`src/rtl/layer0_feeder_if.sv`:
```
// Result-stream bundle between the layer-0 feeder and its image memory / pooling receiver.
// o_valid is a one-cycle strobe with no ready: the receiver must take every beat; i_go_down releases the next band.
interface layer0_feeder_if;
    logic        i_start;
    logic        o_busy;
    logic        o_done;
    logic [11:0] o_iaddr;
    logic [19:0] i_idata;
    logic        o_valid;
    logic [18:0] o_data_0;
    logic [18:0] o_data_1;
    logic        i_go_down;
    logic [2:0]  o_dbg_state;

    modport master (
        input  i_start, i_idata, i_go_down,
        output o_busy, o_done, o_iaddr, o_valid, o_data_0, o_data_1, o_dbg_state
    );

    modport slave (
        output i_start, i_idata, i_go_down,
        input  o_busy, o_done, o_iaddr, o_valid, o_data_0, o_data_1, o_dbg_state
    );
endinterface

```
`src/rtl/layer0_feeder.sv`:
```
// Layer-0 producer: two 3x3 zero-padded convolutions with bias and ReLU over a 64x64 image,
// streamed as 32 bands of 128 beats, each band released by the receiver's go_down pulse.
module layer0_feeder (
    input  logic            clk,
    input  logic            reset,
    layer0_feeder_if.master bus
);
    typedef enum logic [2:0] {
        S_IDLE      = 3'd0,
        S_FETCH     = 3'd1,
        S_ROUND     = 3'd2,
        S_EMIT      = 3'd3,
        S_WAIT_DOWN = 3'd4,
        S_DONE      = 3'd5
    } state_t;

    localparam logic [19:0] BIAS0 = 20'h01310;
    localparam logic [19:0] BIAS1 = 20'hF7295;

    state_t      r_state, w_state_nxt;
    logic [3:0]  r_tap, w_tap_nxt;
    logic [4:0]  r_band, w_band_nxt;
    logic [6:0]  r_pix, w_pix_nxt;
    logic        r_pend, r_ok, r_dok;
    logic [43:0] r_acc0, r_acc1;
    logic        r_busy, r_done, r_valid;
    logic [11:0] r_iaddr;
    logic [18:0] r_data0, r_data1;

    logic        w_go, w_enter_fetch, w_adv_band, w_ok, w_load_addr;
    logic [7:0]  w_dr, w_dc, w_tr, w_tc;
    logic [19:0] w_d, w_c0, w_c1, w_v0, w_v1, w_b0, w_b1;
    logic [39:0] w_prod0, w_prod1;
    logic [18:0] w_out0, w_out1;

    function automatic logic [19:0] coef0(input logic [3:0] k);
        case (k)
            4'd0: coef0 = 20'h0A89E;  4'd1: coef0 = 20'h092D5;  4'd2: coef0 = 20'h06D43;
            4'd3: coef0 = 20'h01004;  4'd4: coef0 = 20'hF8F71;  4'd5: coef0 = 20'hF6E54;
            4'd6: coef0 = 20'hFA6D7;  4'd7: coef0 = 20'hFC834;  4'd8: coef0 = 20'hFAC19;
            default: coef0 = 20'h00000;
        endcase
    endfunction

    function automatic logic [19:0] coef1(input logic [3:0] k);
        case (k)
            4'd0: coef1 = 20'hFDB55;  4'd1: coef1 = 20'h02992;  4'd2: coef1 = 20'hFC994;
            4'd3: coef1 = 20'h050FD;  4'd4: coef1 = 20'h02F20;  4'd5: coef1 = 20'h0202D;
            4'd6: coef1 = 20'h03BD7;  4'd7: coef1 = 20'hFD369;  4'd8: coef1 = 20'h05E68;
            default: coef1 = 20'h00000;
        endcase
    endfunction

    assign w_go = r_pend | bus.i_go_down;

    always_ff @(posedge clk or negedge reset) begin
        if (!reset) r_state <= S_IDLE;
        else        r_state <= w_state_nxt;
    end

    always_comb begin
        w_state_nxt = r_state;
        case (r_state)
            S_IDLE:      if (bus.i_start) w_state_nxt = S_FETCH;
            S_FETCH:     if (r_tap == 4'd9) w_state_nxt = S_ROUND;
            S_ROUND:     w_state_nxt = S_EMIT;
            S_EMIT: begin
                if (r_pix != 7'd127)      w_state_nxt = S_FETCH;
                else if (r_band == 5'd31) w_state_nxt = S_DONE;
                else if (w_go)            w_state_nxt = S_FETCH;
                else                      w_state_nxt = S_WAIT_DOWN;
            end
            S_WAIT_DOWN: if (w_go) w_state_nxt = S_FETCH;
            S_DONE:      w_state_nxt = S_IDLE;
            default:     w_state_nxt = S_IDLE;
        endcase
    end

    always_comb begin
        w_enter_fetch = (w_state_nxt == S_FETCH) && (r_state != S_FETCH);
        w_adv_band    = w_enter_fetch &&
                        (((r_state == S_EMIT) && (r_pix == 7'd127)) || (r_state == S_WAIT_DOWN));
        w_tap_nxt     = w_enter_fetch ? 4'd0 : r_tap + 4'd1;
        w_band_nxt    = r_band;
        w_pix_nxt     = r_pix;
        if (w_enter_fetch) begin
            if (r_state == S_IDLE) begin
                w_band_nxt = 5'd0;
                w_pix_nxt  = 7'd0;
            end else if (w_adv_band) begin
                w_band_nxt = r_band + 5'd1;
                w_pix_nxt  = 7'd0;
            end else begin
                w_pix_nxt  = r_pix + 7'd1;
            end
        end

        // Tap k sits at (row + k/3 - 1, col + k%3 - 1); 8-bit wrap makes -1 and 64 both show in bits [7:6].
        if (w_tap_nxt < 4'd3)      w_dr = 8'hFF;
        else if (w_tap_nxt < 4'd6) w_dr = 8'h00;
        else                       w_dr = 8'h01;
        case (w_tap_nxt)
            4'd0, 4'd3, 4'd6: w_dc = 8'hFF;
            4'd1, 4'd4, 4'd7: w_dc = 8'h00;
            default:          w_dc = 8'h01;
        endcase
        w_tr        = {2'b00, w_band_nxt, w_pix_nxt[6]} + w_dr;
        w_tc        = {2'b00, w_pix_nxt[5:0]} + w_dc;
        w_ok        = (w_tr[7:6] == 2'b00) && (w_tc[7:6] == 2'b00);
        w_load_addr = (w_state_nxt == S_FETCH) && (w_tap_nxt <= 4'd8);

        // Data returning in FETCH cycle t belongs to tap t-1; padded taps contribute zero.
        w_d     = r_dok ? bus.i_idata : 20'h00000;
        w_c0    = coef0(r_tap - 4'd1);
        w_c1    = coef1(r_tap - 4'd1);
        w_prod0 = {{20{w_d[19]}}, w_d} * {{20{w_c0[19]}}, w_c0};
        w_prod1 = {{20{w_d[19]}}, w_d} * {{20{w_c1[19]}}, w_c1};

        w_v0   = r_acc0[35:16] + {19'd0, r_acc0[15]};
        w_v1   = r_acc1[35:16] + {19'd0, r_acc1[15]};
        w_b0   = w_v0 + BIAS0;
        w_b1   = w_v1 + BIAS1;
        w_out0 = w_b0[19] ? 19'd0 : w_b0[18:0];
        w_out1 = w_b1[19] ? 19'd0 : w_b1[18:0];
    end

    always_ff @(posedge clk or negedge reset) begin
        if (!reset) begin
            r_tap   <= 4'd0;
            r_band  <= 5'd0;
            r_pix   <= 7'd0;
            r_pend  <= 1'b0;
            r_ok    <= 1'b0;
            r_dok   <= 1'b0;
            r_acc0  <= 44'd0;
            r_acc1  <= 44'd0;
            r_busy  <= 1'b0;
            r_done  <= 1'b0;
            r_valid <= 1'b0;
            r_iaddr <= 12'd0;
            r_data0 <= 19'd0;
            r_data1 <= 19'd0;
        end else begin
            r_tap  <= (w_state_nxt == S_FETCH) ? w_tap_nxt : 4'd0;
            r_band <= w_band_nxt;
            r_pix  <= w_pix_nxt;
            r_dok  <= r_ok;
            if (w_load_addr) begin
                r_ok <= w_ok;
                if (w_ok) r_iaddr <= {w_tr[5:0], w_tc[5:0]};
            end

            if (w_enter_fetch) begin
                r_acc0 <= 44'd0;
                r_acc1 <= 44'd0;
            end else if ((r_state == S_FETCH) && (r_tap != 4'd0)) begin
                r_acc0 <= r_acc0 + {{4{w_prod0[39]}}, w_prod0};
                r_acc1 <= r_acc1 + {{4{w_prod1[39]}}, w_prod1};
            end

            // One-deep early release; a pulse arriving while one is already pending is dropped.
            if (w_adv_band || (r_state == S_IDLE) || (r_state == S_DONE))
                r_pend <= 1'b0;
            else if (bus.i_go_down && (r_state != S_WAIT_DOWN))
                r_pend <= 1'b1;

            r_busy  <= (w_state_nxt == S_FETCH) || (w_state_nxt == S_ROUND) ||
                       (w_state_nxt == S_EMIT)  || (w_state_nxt == S_WAIT_DOWN);
            r_done  <= (w_state_nxt == S_DONE);
            r_valid <= (w_state_nxt == S_EMIT);
            if (r_state == S_ROUND) begin
                r_data0 <= w_out0;
                r_data1 <= w_out1;
            end
        end
    end

    assign bus.o_busy      = r_busy;
    assign bus.o_done      = r_done;
    assign bus.o_valid     = r_valid;
    assign bus.o_iaddr     = r_iaddr;
    assign bus.o_data_0    = r_data0;
    assign bus.o_data_1    = r_data1;
    assign bus.o_dbg_state = r_state;
endmodule

```
`src/flat_wrapper.sv`:
```
// flat-port wrapper written by rule: the top's interface ports become plain ports
module layer0_feeder_flat 
  (clk, reset, bus_i_start, bus_i_idata, bus_i_go_down, bus_o_busy, bus_o_done, bus_o_iaddr, bus_o_valid, bus_o_data_0, bus_o_data_1, bus_o_dbg_state);
  layer0_feeder_if bus_i ();
  input  logic clk;
  input  logic reset;
  input wire logic [$bits(bus_i.i_start)-1:0] bus_i_start;
  input wire logic [$bits(bus_i.i_idata)-1:0] bus_i_idata;
  input wire logic [$bits(bus_i.i_go_down)-1:0] bus_i_go_down;
  output wire logic [$bits(bus_i.o_busy)-1:0] bus_o_busy;
  output wire logic [$bits(bus_i.o_done)-1:0] bus_o_done;
  output wire logic [$bits(bus_i.o_iaddr)-1:0] bus_o_iaddr;
  output wire logic [$bits(bus_i.o_valid)-1:0] bus_o_valid;
  output wire logic [$bits(bus_i.o_data_0)-1:0] bus_o_data_0;
  output wire logic [$bits(bus_i.o_data_1)-1:0] bus_o_data_1;
  output wire logic [$bits(bus_i.o_dbg_state)-1:0] bus_o_dbg_state;
  assign bus_i.i_start = bus_i_start;
  assign bus_i.i_idata = bus_i_idata;
  assign bus_i.i_go_down = bus_i_go_down;
  assign bus_o_busy = bus_i.o_busy;
  assign bus_o_done = bus_i.o_done;
  assign bus_o_iaddr = bus_i.o_iaddr;
  assign bus_o_valid = bus_i.o_valid;
  assign bus_o_data_0 = bus_i.o_data_0;
  assign bus_o_data_1 = bus_i.o_data_1;
  assign bus_o_dbg_state = bus_i.o_dbg_state;
  layer0_feeder u_core (.clk(clk), .reset(reset), .bus(bus_i));
endmodule
```
`config.mk`:
```
export PLATFORM = sky130hd
export DESIGN_NAME = layer0_feeder_flat
export DESIGN_NICKNAME = d
export VERILOG_FILES = /design/src/rtl/layer0_feeder_if.sv /design/src/rtl/layer0_feeder.sv /design/src/flat_wrapper.sv
export SDC_FILE = /design/constraint.sdc
export NUM_CORES = 2
export LEC_CHECK = 0
export BUFFER_PORTS_ARGS = -buffer_cell sky130_fd_sc_hd__buf_4
export CORE_ASPECT_RATIO = 1.2
export CORE_MARGIN = 2
export CORE_UTILIZATION = 60
export CTS_BUF_LIST = sky130_fd_sc_hd__clkbuf_8 sky130_fd_sc_hd__clkbuf_16
export CTS_CLUSTER_SIZE = 12
export DETAILED_ROUTE_END_ITERATION = 10
export GPL_ROUTABILITY_DRIVEN = 0
export PLACE_DENSITY = 0.77
export SETUP_SLACK_MARGIN = 0.5
export SYNTH_ARGS = -nofsm -noshare
export SYNTH_HDL_FRONTEND = slang
export SYNTH_SLANG_ARGS = --single-unit
```
`constraint.sdc`:
```
create_clock -name clk -period 9.9 [get_ports clk]
set_input_delay 2.97 -clock clk [delete_from_list [all_inputs] [get_ports clk]]
set_output_delay 2.97 -clock clk [all_outputs]
set_load 0.03 [all_outputs]
```
* Word-level counts from Yosys, hierarchy flattened
Memory sizes are Yosys's and may differ from the RTL's. Index checks and enable logic that the tools add are counted. Widths: inputs -> output; s select.
Storage, ports and cells: output and inout port bits 56, memories 2, register bits after elaboration 163, bits in read-only memories 640
Memories:
- (no name shown) | depth 16, width 20, read ports 1, clocked after Yosys merged registers in 0, write ports 0, line layer0_feeder.sv:37 | case (k)
- (no name shown) | depth 16, width 20, read ports 1, clocked after Yosys merged registers in 0, write ports 0, line layer0_feeder.sv:46 | case (k)
Cells by class: muxes and demuxes 27, multiply operators 2, add/sub/neg operators 12, bitwise gates (word level) 1, magnitude comparators 3, reduce and logical (&&, ||, !) cells 23, equal/unequal tests 21
Operators by type and width (count):
- $mux 44 | 4
- $add 44x44->44 | 2
- $mul 20x20->40 | 2
- $add 20x1->20 | 2
- $mux 19 | 2
- $mux 7 | 3
- $add 20x13->20 const B | 1
- $add 20x20->20 const B | 1
- $mux 20 | 1
- $mux 3 | 6
- $add 6x8->8 | 2
- $pmux 8 s2 | 1
- $mux 5 | 3
- $pmux 3 s5 | 1
- $eq 3x2->1 const B | 4
- $eq 3x3->1 const B | 4
- $eq 4x3->1 const B | 3
- $mux 4 | 2
- $mux 8 | 1
- $add 7x1->7 const B | 1
- $eq 7x7->1 const B | 1
- $logic_and 1x1->1 | 7
- $ne 7x7->1 const B | 1
- $eq 3x1->1 const B | 2
- 22 further kinds | 32

* Depth between registers and ports, before layout
depth in word-level cells 15, gate-level depth with buffers 47, gate-level depth less buffers 44

* Worst setup path after synthesis
No wires, ideal clock.
path kind input to register, from input port bus_i_idata[6], to register u_core.r_acc1[34], path buffers 2, arrival time 10.859 ns, setup time 0.131 ns, path slack -1.089 ns, stages 36, cell sequence and2_1 > clkbuf_1 > clkbuf_1 > nand2_1 > fa_1 > inv_1 > fa_1 > inv_1 > fa_1 > inv_1 > fa_1 > fa_1 > fa_1 > inv_1 > fa_1 > inv_1 > ha_1 > o21a_1 > o2111ai_1 > o211ai_1 > a21oi_1 > a21bo_2 > a21oi_1 > nor2b_1 > a21oi_1 > ha_1 > a21o_1 > a21o_1 > a21o_1 > a221oi_1 > nand2_1 > a41o_1 > a211o_1 > a31oi_1 > xor2_1 > o21ai_1
On the way: word-level cells in the longest chain between the ends 5
RTL lines:
- start, declared | line flat_wrapper.sv:8 | input wire logic [$bits(bus_i.i_idata)-1:0] bus_i_idata;
- $mux 20 | line layer0_feeder.sv:113 | w_d = r_dok ? bus.i_idata : 20'h00000;
- $mul 20x20->40 | line layer0_feeder.sv:117 | w_prod1 = {{20{w_d[19]}}, w_d} * {{20{w_c1[19]}}, w_c1};
- $add 44x44->44 | line layer0_feeder.sv:158 | r_acc1 <= r_acc1 + {{4{w_prod1[39]}}, w_prod1};
- $mux 44 | line layer0_feeder.sv:156 | end else if ((r_state == S_FETCH) && (r_tap != 4'd0)) begin
- $mux 44 | line layer0_feeder.sv:153 | if (w_enter_fetch) begin
- end signal, assigned | line layer0_feeder.sv:158
- end, declared | line layer0_feeder.sv:25 | logic [43:0] r_acc0, r_acc1;
Every way passes these cells. The select of a mux whose other input is x is not followed. A chain may end at the register's enable or synchronous reset.

* Final worst setup path
from input port bus_i_idata[8], to register u_core.r_acc1[34]
The elaborated chain is that of the path after synthesis.

==> results.json <==
{
  "status": "complete, but fails checks",
  "violations": "negative setup slack",
  "muxShareOfSynthArea_pct": 0.4076,
  "wl_per_cell_um": 20.72,
  "yosys-top-cells-area": "fa_1 40%, ha_1 10%, dfrtp_1 9.7%, inv_1 9.4%, nor2_1 4.9%",
  "synth_top_family_by_area": "adder cells",
  "clock_sinks": 147,
  "setup_viol": 31,
  "synth-compound-area-share_pct": 9.030,
  "post-route-min-period_ns": 10.63,
  "drive_above_1_share_pct": 23.76,
  "async_flop_share_pct": 100.0,
  "root_buffer": "clkbuf_16",
  "synth_xor_area_share_pct": 5.156,
  "overflow": 0,
  "crit_path_frequent_cell": "fa_1",
  "synth_top_area_share_pct": 40.08,
  "vias": 33656,
  "grt_max_degree": 90,
  "area_growth_pct": 24.36,
  "portBuffers": 79,
  "path_class": "input pin to flip-flop",
  "clock_latency_ns": 0.52,
  "first_pass_iters": 10,
  "grt_pass1_wl_um": 186200,
  "yosys.area_share.simple_pct": 14.17,
  "synth_area_leader_cell": "fa_1",
  "ys.flop_type": "dfrtp_1",
  "fin_ws_ns": -0.7291,
  "ios": 80,
  "drc": 0,
  "fin_cells": 5796,
  "crit_required_ns": 10.29,
  "htreeDepth": 4,
  "start_util_pct": 60.72,
  "n_fill_cell": 3944,
  "maxCapViolations": 0,
  "syn_avg_cell_area_um2": 8.696,
  "critPathCaptureType": "flip-flop",
  "ant_nets": 0,
  "netlist_instances": 4342,
  "cp_max_fo": 5,
  "via_per_inst": 5.807,
  "synth_cell_types": 85,
  "crit_path_top_delay_cell": "fa_1",
  "grt_antenna_before_repair": 1,
  "grt_pass1_vias": 36112,
  "clk_path_buf_depth": 2,
  "grt_setup_unrepaired": "true",
  "relSlewSlack_pct": 30.30,
  "path_clk_slew_ns": 0.08,
  "synth_edf_count": 0,
  "slew_violations": 0,
  "critPathLaunchType": "input pin",
  "cts-hold-fix-buffers": 0,
  "slowest_delay_ns": 0.55,
  "skew_ns": 0.02196,
  "dpl.hpwl_um": 93740,
  "hold_viol": 0,
  "coreArea_um2": 62180,
  "yosysSeqAreaShare_pct": 9.742,
  "fin_nets": 6059,
  "diodes": 0,
  "yosysWarnings": 0,
  "post-route-period-util_pct": 107.4,
  "die-area_um2": 64960,
  "max_freq_mhz": 94.08,
  "detail_route.iter0.violations": 3013,
  "routed_wl_um": 120100,
  "dieHeight_um": 278.8,
  "cts_buffers": 17,
  "min_path_type": "flip-flop to flip-flop",
  "worst_slew_pin_slew_ns": 1.037,
  "dp_cells": 5673,
  "die_w_um": 233.0,
  "synth-seq-cells": 147,
  "syn-num-nets": 5434,
  "grt.total_usage_pct": 37.21,
  "cts_tree": "yes",
  "mappedNetlistArea_um2": 37760,
  "synth_fa_ha_area_share_pct": 50.45,
  "rows": 100,
  "arrival_ns": 11.02
}
==> area by class of cell <==
class	count	area, µm²	share of cell area (%)
clock inverters	15	209.0	0.4450
flip-flops and latches	147	3680	7.837
clock buffers	17	425.4	0.9060
repair buffers	770	6206	13.22
well taps	816	1021	2.174
inverters	944	3546	7.552
multi-input cells	3087	31870	67.87
==> registers in the layout, indices dropped and copies added (netlist names) <==
register                flops
u_core.bus.o_dbg_state      3
u_core.bus.o_valid          1
u_core.r_pix                7
u_core.r_tap                4
u_core.r_acc1              36
u_core.r_acc0              36
u_core.r_pend               1
u_core.r_dok                1
u_core.bus.o_iaddr         12
u_core.bus.o_data_0        19
u_core.bus.o_done           1
u_core.bus.o_busy           1
u_core.r_ok                 1
u_core.r_band               5
u_core.bus.o_data_1        19
==> stage by stage <==
| step | hold slack (ns) | util [%] | instance area, µm² | setup WS, ns | setup TNS, ns |
|---|---|---|---|---|---|
| 6_report | 0.3931 | 75.51 | 46960 | -0.7291 | -13.36 |
| 3_3_place_gp | 0.3644 | 70.64 | 43930 | -1.072 | -26.29 |
| 4_1_cts | 0.3952 | 73.79 | 45880 | -0.3991 | -6.472 |
| 5_1_grt | 0.4093 | 75.51 | 46960 | -0.9760 | -21.98 |
| 2_1_floorplan | 0.3537 | - | 38500 | -0.6445 | -5.829 |
| 3_5_place_dp | 0.3647 | 70.64 | 43930 | -1.215 | -31.07 |
==> layer usage <==
| layer | share of wire (%) | vias to the layer above | track usage, % |
|---|---|---|---|
| met2 | 48 | 1876 | 62.05 |
| met4 | 9.5 | 2 | 27.67 |
| met1 | 34 | 16478 | 41.19 |
| met5 | 0.019 | - | 0 |
| met3 | 8.7 | 740 | 9.018 |
| li1 | - | 14560 | - |
==> cell usage after synthesis (8+ instances only) <==
library cell and count:
inv_1 942, fa_1 756, nor2_1 493, nand2_1 404, ha_1 312, o21ai_0 159
clkbuf_1 152, dfrtp_1 147, xnor2_1 138, a21oi_1 133, nor3_1 81, xor2_1 78
a21o_1 73, nand3_1 69, o21ai_1 34, and2_1 32, nand2b_1 32, nor2b_1 29
o21a_1 26, and3_1 18, a31oi_1 15, or2_2 13, or3_1 13, nand4_1 11
o21bai_1 11, o22ai_1 9, o31ai_1 9, a31o_2 8, mux2_1 8, o211ai_1 8
==> timing repair <==
| item | 4_1_cts | 5_1_grt |
|---|---|---|
| endpoints found under the hold margin | 0 | 0 |
| buffers inserted | 59 | 30 |
| pin swaps | 131 | 114 |
| gates resized for setup | 228 | 184 |
| gates cloned | 1 | 1 |
| setup endpoints to repair | 42 | 48 |
==> layout by cell type, fill, tap and decap left out, drive strengths merged, types with 5 or more instances in the layout <==
cell / Yosys / routed
clkinv: 0 / 9
mux2: 11 / 11
inv: 944 / 948
o211ai: 8 / 8
a21o: 73 / 73
a31o: 8 / 8
a21oi: 134 / 134
nor2: 493 / 493
and3: 19 / 19
a211o: 6 / 6
o31ai: 10 / 10
nand4: 11 / 11
buf: 13 / 769
fa: 756 / 756
nand2: 404 / 405
a211oi: 7 / 7
nand3: 69 / 69
xor2: 79 / 79
or2: 17 / 17
nor3: 83 / 83
nor2b: 29 / 29
and4: 6 / 6
ha: 312 / 312
or3: 13 / 13
o21ai: 194 / 194
o21a: 26 / 26
nand2b: 32 / 32
clkbuf: 152 / 18
a31oi: 15 / 15
a41oi: 5 / 5
and2: 35 / 35
dfrtp: 147 / 147
o22ai: 9 / 9
xnor2: 139 / 139
o21bai: 11 / 11
a22o: 6 / 6
nor4: 7 / 7
==> kinds of logic (layout without fill, tap and decap cells) <==
| group | Yosys count | count (layout) |
|---|---|---|
| AOI/OAI and AO/OA | 550 | 550 |
| xor gates and xnor gates | 219 | 219 |
| adders and majority gates | 1069 | 1069 |
| buffers and inverters | 1109 | 1746 |
| DFF | 147 | 147 |
| muxes | 14 | 14 |
| and+or+nand+nor | 1234 | 1235 |
==> worst paths after layout <==
path | slack, ns | startpoint | end | cells past startpoint
min reg2reg | 0.39 | u_core.r_ok | u_core.r_dok | 0
max in group asynchronous | 5.96 | reset | u_core.r_dok | 2
min in group asynchronous | 2.54 | reset | u_core.bus.o_data_1[0] | 1
max | -0.73 | bus_i_idata[8] | u_core.r_acc1[34] | 39
max reg2reg | -0.28 | u_core.r_tap[1] | u_core.r_acc1[34] | 40
min | 0.39 | u_core.r_ok | u_core.r_dok | 0
==> critical path: cells and delay by family <==
| kind | cells | cell delay (ns) |
|---|---|---|
| simple gates | 6 | 0.53 |
| compound gates | 13 | 2.30 |
| buf+inv | 10 | 1.03 |
| fa+ha+maj | 9 | 4.02 |
| xor+xnor | 1 | 0.15 |
Power is not shown: default switching activity piles up to over one toggle a cycle in this logic, so the estimate is an artifact.
